File: config.mk
export PLATFORM = sky130hd
export DESIGN_NAME = uart_mem_cmd_proc
export DESIGN_NICKNAME = d
export VERILOG_FILES = /design/src/rtl/uart_mem_cmd_proc.sv
export SDC_FILE = /design/constraint.sdc
export NUM_CORES = 1
export LEC_CHECK = 0
export CAP_MARGIN = 10
export CORE_MARGIN = 4
export CORE_UTILIZATION = 40
export CTS_BUF_LIST = sky130_fd_sc_hd__clkbuf_16
export CTS_CLUSTER_DIAMETER = 120
export DETAILED_ROUTE_END_ITERATION = 7
export HOLD_SLACK_MARGIN = 0.08
export PLACE_DENSITY = 0.6
export SYNTH_ARGS = -nofsm -noshare
export SYNTH_HDL_FRONTEND = slang
export SYNTH_SLANG_ARGS = --single-unit
File: constraint.sdc
create_clock -name clk -period 5 [get_ports clk]
set_input_delay 0.75 -clock clk [delete_from_list [all_inputs] [get_ports clk]]
set_output_delay 0.75 -clock clk [all_outputs]
set_load 0.01 [all_outputs]
File: src/rtl/uart_mem_cmd_proc.sv
// ASCII hex command processor: parses UART W/R commands, drives a held
// request/done handshake to a memory controller and returns ASCII responses.
module uart_mem_cmd_proc #(
  parameter int unsigned ADDR_W  = 24,
  parameter int unsigned DATA_W  = 16,
  parameter int unsigned TIMEOUT = 4096
) (
  input  logic              clk,
  input  logic              rst,
  input  logic [7:0]        rx_data,
  input  logic              rx_valid,
  output logic [ADDR_W-1:0] mem_addr,
  output logic [DATA_W-1:0] mem_wr_data,
  output logic              mem_wr_req,
  output logic              mem_rd_req,
  input  logic              mem_wr_done,
  input  logic              mem_rd_ready,
  input  logic [DATA_W-1:0] mem_rd_data,
  output logic [7:0]        tx_data,
  output logic              tx_send,
  input  logic              tx_busy,
  output logic              busy,
  output logic [7:0]        err_count
);
  localparam int unsigned AD     = (ADDR_W + 3) / 4;
  localparam int unsigned DD     = (DATA_W + 3) / 4;
  localparam int unsigned MAXD   = (AD > DD) ? AD : DD;
  localparam int unsigned CNT_W  = $clog2(MAXD + 1);
  localparam int unsigned IDX_W  = $clog2(DD + 3);
  localparam int unsigned TMR_W  = $clog2(TIMEOUT + 1);
  localparam int unsigned RD_PAD = DD * 4;

  typedef enum logic [2:0] {S_IDLE, S_ADDR, S_DATA, S_EXEC, S_RESP, S_ERR} state_t;
  typedef enum logic [1:0] {R_WR_OK, R_RD_OK, R_PARSE, R_TMO} resp_t;

  state_t            state, state_d;
  resp_t             resp, resp_d;
  logic              is_wr, is_wr_d;
  logic [CNT_W-1:0]  cnt, cnt_d;
  logic [TMR_W-1:0]  tmr, tmr_d;
  logic [IDX_W-1:0]  idx, idx_d;
  logic [DATA_W-1:0] rdata, rdata_d;
  logic [ADDR_W-1:0] addr_d;
  logic [DATA_W-1:0] wdata_d;
  logic              wr_req_d, rd_req_d, tx_send_d, busy_d;
  logic [7:0]        tx_data_d, err_d;
  logic              pend, pend_d, seen, seen_d;
  logic [1:0]        wcnt, wcnt_d;
  logic              release_now, tx_ready;
  logic [4:0]        dec;
  logic [7:0]        resp_byte;
  logic              resp_last;
  logic [RD_PAD-1:0] rpad;
  int unsigned       sh;

  // {valid, nibble} for an ASCII hex digit, case-insensitive
  function automatic logic [4:0] hex_decode(input logic [7:0] c);
    logic [4:0] r;
    r = 5'd0;
    if (c >= 8'h30 && c <= 8'h39)      r = {1'b1, 4'(c - 8'h30)};
    else if (c >= 8'h41 && c <= 8'h46) r = {1'b1, 4'(c - 8'h37)};
    else if (c >= 8'h61 && c <= 8'h66) r = {1'b1, 4'(c - 8'h57)};
    return r;
  endfunction

  function automatic logic [7:0] hex_encode(input logic [3:0] n);
    return (n < 4'd10) ? (8'h30 + {4'd0, n}) : (8'h37 + {4'd0, n});
  endfunction

  // Byte selected by the response kind and the current response index
  always_comb begin
    resp_byte = 8'h0A;
    resp_last = 1'b0;
    rpad      = RD_PAD'(rdata);
    sh        = 0;
    if (resp == R_RD_OK) begin
      if (idx < IDX_W'(DD)) begin
        sh        = 4 * (DD - 1 - 32'(idx));
        resp_byte = hex_encode(4'(rpad >> sh));
      end else if (idx == IDX_W'(DD)) begin
        resp_byte = 8'h0D;
      end else begin
        resp_last = 1'b1;
      end
    end else begin
      if (idx == IDX_W'(0)) begin
        resp_byte = (resp == R_WR_OK) ? 8'h4B : (resp == R_PARSE) ? 8'h3F : 8'h54;
      end else if (idx == IDX_W'(1)) begin
        resp_byte = 8'h0D;
      end else begin
        resp_last = 1'b1;
      end
    end
  end

  always_comb begin
    state_d   = state;
    resp_d    = resp;
    is_wr_d   = is_wr;
    cnt_d     = cnt;
    tmr_d     = tmr;
    idx_d     = idx;
    rdata_d   = rdata;
    addr_d    = mem_addr;
    wdata_d   = mem_wr_data;
    wr_req_d  = mem_wr_req;
    rd_req_d  = mem_rd_req;
    tx_data_d = tx_data;
    tx_send_d = 1'b0;
    err_d     = err_count;
    pend_d    = pend;
    seen_d    = seen;
    wcnt_d    = wcnt;
    dec       = hex_decode(rx_data);

    // Next byte allowed once busy was seen and fell, or 2 cycles with no busy at all
    release_now = 1'b0;
    if (pend) begin
      if (tx_busy)                      seen_d = 1'b1;
      else if (seen || wcnt == 2'd2)    release_now = 1'b1;
      else                              wcnt_d = wcnt + 2'd1;
    end
    if (release_now) begin
      pend_d = 1'b0;
      seen_d = 1'b0;
      wcnt_d = 2'd0;
    end
    tx_ready = !tx_busy && (!pend || release_now);

    case (state)
      S_IDLE: begin
        if (rx_valid) begin
          if (rx_data == 8'h57 || rx_data == 8'h77 || rx_data == 8'h52 || rx_data == 8'h72) begin
            is_wr_d = (rx_data == 8'h57) || (rx_data == 8'h77);
            cnt_d   = '0;
            addr_d  = '0;
            wdata_d = '0;
            state_d = S_ADDR;
          end else if (!(rx_data == 8'h0D || rx_data == 8'h0A || rx_data == 8'h20)) begin
            state_d = S_ERR;
          end
        end
      end
      S_ADDR: begin
        if (rx_valid) begin
          if (dec[4]) begin
            addr_d = ADDR_W'({mem_addr, dec[3:0]});
            if (cnt == CNT_W'(AD - 1)) begin
              cnt_d = '0;
              if (is_wr) begin
                state_d = S_DATA;
              end else begin
                state_d  = S_EXEC;
                rd_req_d = 1'b1;
                tmr_d    = '0;
              end
            end else begin
              cnt_d = cnt + CNT_W'(1);
            end
          end else begin
            state_d = S_ERR;
          end
        end
      end
      S_DATA: begin
        if (rx_valid) begin
          if (dec[4]) begin
            wdata_d = DATA_W'({mem_wr_data, dec[3:0]});
            if (cnt == CNT_W'(DD - 1)) begin
              cnt_d    = '0;
              state_d  = S_EXEC;
              wr_req_d = 1'b1;
              tmr_d    = '0;
            end else begin
              cnt_d = cnt + CNT_W'(1);
            end
          end else begin
            state_d = S_ERR;
          end
        end
      end
      S_EXEC: begin
        // Completion wins over a timeout landing on the same cycle
        idx_d = '0;
        if (mem_wr_req && mem_wr_done) begin
          wr_req_d = 1'b0;
          resp_d   = R_WR_OK;
          state_d  = S_RESP;
        end else if (mem_rd_req && mem_rd_ready) begin
          rd_req_d = 1'b0;
          rdata_d  = mem_rd_data;
          resp_d   = R_RD_OK;
          state_d  = S_RESP;
        end else if (tmr == TMR_W'(TIMEOUT - 1)) begin
          wr_req_d = 1'b0;
          rd_req_d = 1'b0;
          resp_d   = R_TMO;
          state_d  = S_RESP;
          err_d    = (err_count == 8'hFF) ? err_count : err_count + 8'd1;
        end else begin
          tmr_d = tmr + TMR_W'(1);
        end
      end
      S_ERR: begin
        idx_d   = '0;
        resp_d  = R_PARSE;
        state_d = S_RESP;
        err_d   = (err_count == 8'hFF) ? err_count : err_count + 8'd1;
      end
      S_RESP: begin
        if (tx_ready) begin
          tx_data_d = resp_byte;
          tx_send_d = 1'b1;
          pend_d    = 1'b1;
          seen_d    = 1'b0;
          wcnt_d    = 2'd0;
          if (resp_last) state_d = S_IDLE;
          else           idx_d   = idx + IDX_W'(1);
        end
      end
      default: state_d = S_IDLE;
    endcase

    busy_d = (state_d != S_IDLE);
  end

  always_ff @(posedge clk or posedge rst) begin
    if (rst) begin
      state       <= S_IDLE;
      resp        <= R_WR_OK;
      is_wr       <= 1'b0;
      cnt         <= '0;
      tmr         <= '0;
      idx         <= '0;
      rdata       <= '0;
      mem_addr    <= '0;
      mem_wr_data <= '0;
      mem_wr_req  <= 1'b0;
      mem_rd_req  <= 1'b0;
      tx_data     <= 8'd0;
      tx_send     <= 1'b0;
      busy        <= 1'b0;
      err_count   <= 8'd0;
      pend        <= 1'b0;
      seen        <= 1'b0;
      wcnt        <= 2'd0;
    end else begin
      state       <= state_d;
      resp        <= resp_d;
      is_wr       <= is_wr_d;
      cnt         <= cnt_d;
      tmr         <= tmr_d;
      idx         <= idx_d;
      rdata       <= rdata_d;
      mem_addr    <= addr_d;
      mem_wr_data <= wdata_d;
      mem_wr_req  <= wr_req_d;
      mem_rd_req  <= rd_req_d;
      tx_data     <= tx_data_d;
      tx_send     <= tx_send_d;
      busy        <= busy_d;
      err_count   <= err_d;
      pend        <= pend_d;
      seen        <= seen_d;
      wcnt        <= wcnt_d;
    end
  end
endmodule

Yosys cells after proc, flatten, opt, wreduce, memory -nomap -nowiden
Cells that the tools add are included.

storage, ports and cells
  register bits = 105
  input port bits = 30
  output and inout port bits = 60
  word-level logic and storage cells = 226

operators by class
  add/subtract/negate cells = 11
  magnitude comparators = 8
  eq/ne operators = 40
  shifts and indexed selects = 1
  mux-type cells = 107
  bitwise operators = 1
  reduce and logical (&&, ||, !) cells = 40

operator list
  kind                                                                   number
  13-bit two-way mux                                                     10
  24-bit two-way mux                                                     4
  3-bit two-way mux                                                      26
  16-bit two-way mux                                                     4
  24-bit one-hot mux with 2 select lines                                 1
  8-bit two-way mux                                                      5
  13-bit one-hot mux with 3 select lines                                 1
  7-bit two-way mux                                                      5
  8-bit by 7-bit == test with 1-bit output, second input constant        4
  16-bit one-hot mux with 2 select lines                                 1
  16-bit by 32-bit right shift with 4-bit output                         1
  1-bit two-way mux                                                      31
  2-bit inequality test, second input constant                           15
  2-bit two-way mux                                                      9
  3-bit one-hot mux with 6 select lines                                  1
  8-bit by 4-bit == test with 1-bit output, second input constant        2
  8-bit by 7-bit >= comparator with 1-bit output, second input constant  2
  8-bit by 7-bit <= comparator with 1-bit output, second input constant  2
  8-bit one-hot mux with 2 select lines                                  1
  5-bit two-way mux                                                      3
  6-bit by 4-bit adder with 7-bit output, first input constant           2
  7-bit AND reduction                                                    2
  13-bit by 1-bit adder with 13-bit output, second input constant        1
  13-bit by 12-bit == test with 1-bit output, second input constant      1
  38 further kinds                                                       74

Depth between registers and ports, before layout
  depth in word-level cells = 10
  gate-level depth with buffers = 9
  mapped depth without buffers = 8

Worst setup path after synthesis
No wires, ideal clock.

  path type = in2reg
  start point = in rx_data[3]
  end point = reg busy
  library setup time = 0.139 ns
  arrival = 2.431 ns
  data required time = 4.861 ns
  slack = 2.430 ns
  stages on the path = 6
  path buffers = 1
  cells stage by stage = buf_6 -> or4b_4 -> or3_4 -> a21o_1 -> a2111oi_4 -> nand4_1

between the ends
  longest elaborated chain between the ends = 9
  elaborated cells on any way between the ends = 33
  classes of those cells = order compare: 6; eq/ne: 7; mux: 11; reduce/logical: 9

ends and longest elaborated chain
  element                                                                                                                  line      source
  start: declaration                                                                                                       10        input logic [7:0] rx_data,
  8-bit by 7-bit >= comparator with 1-bit output / 8-bit by 7-bit <= comparator with 1-bit output (equally long branches)  62        else if (c >= 8'h61 && c <= 8'h66) r = {1'b1, 4'(c - 8'h57)};
  1-bit logical AND                                                                                                        62
  5-bit two-way mux                                                                                                        62
  5-bit two-way mux                                                                                                        61        else if (c >= 8'h41 && c <= 8'h46) r = {1'b1, 4'(c - 8'h37)};
  5-bit two-way mux                                                                                                        60        if (c >= 8'h30 && c <= 8'h39) r = {1'b1, 4'(c - 8'h30)};
  3-bit two-way mux (on tied branches)                                                                                     167, 146
  3-bit two-way mux (on tied branches)                                                                                     166, 145
  3-bit one-hot mux with 6 select lines (*)                                                                                130       case (state)
  3-bit nonzero test (*)                                                                                                   224       busy_d = (state_d != S_IDLE);
  named net busy_d                                                                                                         45        logic wr_req_d, rd_req_d, tx_send_d, busy_d;
  end signal: assignment                                                                                                   261       busy <= busy_d;
  end: declaration                                                                                                         22        output logic busy,

Mark *: on every way through the listed nets, which the timed path passes. The rest lies on a longest branch.
A chain may end at the register's enable or synchronous reset.

Worst setup path in the final report
  start point = in rx_data[0]
  end point = reg mem_addr[11]

between the ends
  longest elaborated chain between the ends = 7
  elaborated cells on any way between the ends = 22
  classes of those cells = order compare: 6; eq/ne: 6; mux: 3; reduce/logical: 7

ends and longest elaborated chain
  element                                                                                                                  line  source
  8-bit by 7-bit >= comparator with 1-bit output / 8-bit by 7-bit <= comparator with 1-bit output (equally long branches)  62
  1-bit logical AND                                                                                                        62
  5-bit two-way mux                                                                                                        62
  5-bit two-way mux                                                                                                        61
  5-bit two-way mux                                                                                                        60
  2-bit inequality test (no line)                                                                                          -
  5-bit AND reduction (no line) (*)                                                                                        -
  end signal: assignment                                                                                                   255   mem_addr <= addr_d;
  end: declaration                                                                                                         12    output logic [ADDR_W-1:0] mem_addr,

Every way passes the cells marked *; elsewhere a longest branch is shown, timed or not.

==> impl_metrics.py <==
metrics = {
    "synth": {
        "syn_area_per_cell_sq_um": 10.7,
        "synth_area_sq_um": 5330,
        "synthDistinctLibCells": 73,
        "synth-edff-count": 0,
        "synth-main-ff-cell": "dfrtp_1",
        "yosys.area.top_type": "dfrtp_1",
        "synth_cells": 498,
        "synthTopCellsByArea": "dfrtp_1, a22o_1, mux2_2",
        "ys_ff_latch": 104,
        "seq_area_frac_synth": 0.489,
        "synth_fp_nets": 543,
        "async_flop_share": 1.00,
        "yosysTopAreaCellShare": 0.489,
        "yosysWarnings": 0,
    },
    "drt": {
        "firstDrtPassIters": 5,
        "drt_iter0_markers": 222,
        "ant_nets": 0,
        "drc_errors": 0,
        "vias": 4134,
        "routed_via_density": 5.51,
        "wl_um": 12600,
        "drt-wirelength-per-cell_um": 16.8,
    },
    "sta": {
        "hold_viol": 0,
        "slew_headroom": 0.306,
        "period_share": 0.662,
        "tns_ns": 0,
        "final.min_clock_period_ns": 3.31,
        "setup_viol": 0,
        "max_freq_ghz": 0.302,
        "worstMarginPinSlew_ns": 1.04,
        "report.final.slew_viol_count": 0,
        "skew_ns": 0.00978,
        "hold-worst-slack_ns": 0.488,
        "rsz0062_at_grt": "no",
    },
    "cells_and_area": {
        "stdcell_count": 750,
        "area_growth_pct": 24.5,
        "antennaDiodeCount": 0,
        "drive_above_1_share": 0.0969,
        "nNetsFinal": 618,
    },
    "cts": {
        "holdBufCountCts": 0,
        "clock-root-buffer": "clkbuf_16",
        "cts.htree.levels": 3,
        "cts_made_buffers": 9,
        "cts_sinks": 104,
        "path_clk_slew_ns": 0.07,
        "postCtsSetupBuffers": 0,
        "clk_latency_ns": 0.35,
        "cts.path.max_buffers": 2,
        "cts_resized": 0,
        "cts_tree": "yes",
    },
    "pwr": {
        "p_leak_uw": 0.00278,
        "powerDensity_nw_per_um2": 360,
        "power.total_uw": 2380,
        "peakVddDrop_v": 0.000160,
    },
    "place": {
        "portBuffers": 88,
        "hpwl_um": 8950,
        "routabilityCongestion": 0.835,
        "dp_cells": 734,
    },
    "global_route": {
        "grt_max_degree": 83,
        "grt_use_total": 0.174,
        "grt-ovfl-total": 0,
        "grt_pass1_vias": 4094,
        "antenna_found_initial": 0,
        "grt_pass1_wl_um": 20900,
    },
    "floorplan": {
        "rows": 41,
        "start_util": 0.415,
        "fp.dieH_um": 123,
        "die_w_um": 123,
        "core_area_sq_um": 12800,
        "dieArea_sq_um": 15200,
        "ios": 90,
    },
    "critical_path": {
        "critical_path_required_ns": 5.28,
        "criticalPathCategory": "in -> reg",
        "worst-path-max-fanout": 24,
        "arrival_ns": 3.59,
        "crit_path_end_kind": "flip-flop",
        "startpoint_type": "input pin",
    },
    "flow_run": {
        "maxCapViolations": 0,
    },
    "worst_hold_path": {
        "min_path_type": "reg -> reg",
    },
    "run_status": {
        "status": "finished, final reports clean",
    },
}
## metal layers
metal / track usage / vias up / share of wire
met5: 0 / - / 0
met4: 0.0664 / 0 / 0.015
met3: 0.0306 / 13 / 0.039
met2: 0.273 / 80 / 0.48
met1: 0.240 / 2034 / 0.47
li1: - / 2007 / -
## worst paths after layout
kind,depth (start not counted),to,slack [ns],startpoint
min reg2reg,1,seen,0.49,seen
max in group asynchronous,3,tmr[6],3.11,rst
max,8,mem_addr[11],1.69,rx_data[0]
min in group asynchronous,2,tx_data[5],0.99,rst
min,1,seen,0.49,seen
max reg2reg,5,tmr[4],2.28,state[0]
## stage by stage
stage | utilization | instance area [sq um] | worst slack, ns
finish | 0.517 | 6630 | 1.69
global route | 0.517 | 6630 | 1.41
CTS | 0.517 | 6630 | 1.73
detailed placement | 0.492 | 6310 | 1.36
global placement | 0.492 | 6310 | 1.50
floorplan | - | 5330 | 1.52
## final cells by class
class,instances,area [sq um]
clock inverter,7,96.3
clock buffer,9,225
inverter,19,73.8
multi-input combinational,349,2520
sequential,104,2600
fill,1177,6190
timing repair buffer,90,896
tap,172,215
## worst max-delay path, stage by stage
cell,delay [ns]
clkdlybuf4s50_1,0.48
inv_1,0.13
ha_1,0.20
o21bai_1,0.13
a21oi_1,0.51
nor2_1,0.28
nor2_2,0.82
a22o_1,0.27
## synthesized netlist by cell type (all sizes together) (7+ instances only)
| cell | instances |
|---|---|
| dfrtp | 104 |
| a22o | 43 |
| nand2 | 43 |
| a21oi | 32 |
| nor2 | 25 |
| o21ai | 25 |
| inv | 17 |
| mux2 | 17 |
| clkbuf | 15 |
| ha | 15 |
| nand3 | 13 |
| buf | 11 |
| nor3 | 10 |
| xnor2 | 10 |
| nor2b | 7 |
## cell families after synthesis
family / after synthesis / share of synthesized area
multiplexers: 27 / 0.0641
buffers and inverters: 45 / 0.0376
adder cells (fa/ha/maj): 15 / 0.0352
AND/OR/NAND/NOR: 139 / 0.141
flip-flops: 104 / 0.489
XOR/XNOR: 13 / 0.0214
AO/OA/AOI/OAI: 154 / 0.211
other: 1 / 0.000704
## registers in the layout (all words and copies together), names as in the netlist, 2 cells and up
name         count
tmr             13
mem_wr_data     16
cnt              3
wcnt             2
resp             2
tx_data          7
state            3
err_count        8
idx              3
rdata           16
mem_addr        24
## placed cells by master, fill, tap and decap left out, types with 7 or more instances in the layout
master	instances
nor3_1	8
o21ai_0	24
a22o_1	43
nand2_1	43
nand3_1	13
nor2b_1	7
nor2_1	24
clkdlybuf4s50_1	88
inv_1	16
clkbuf_16	9
xnor2_1	10
mux2_2	17
a21oi_1	31
dfrtp_1	104
ha_1	15
## power breakdown
part / total (uW) / switching [uW] / internal (uW)
Clock: 757 / 318 / 439
Combinational: 566 / 286 / 280
Sequential: 1060 / 127 / 935
Total: 2380 / 731 / 1650
(Power assumes the default switching activity.)
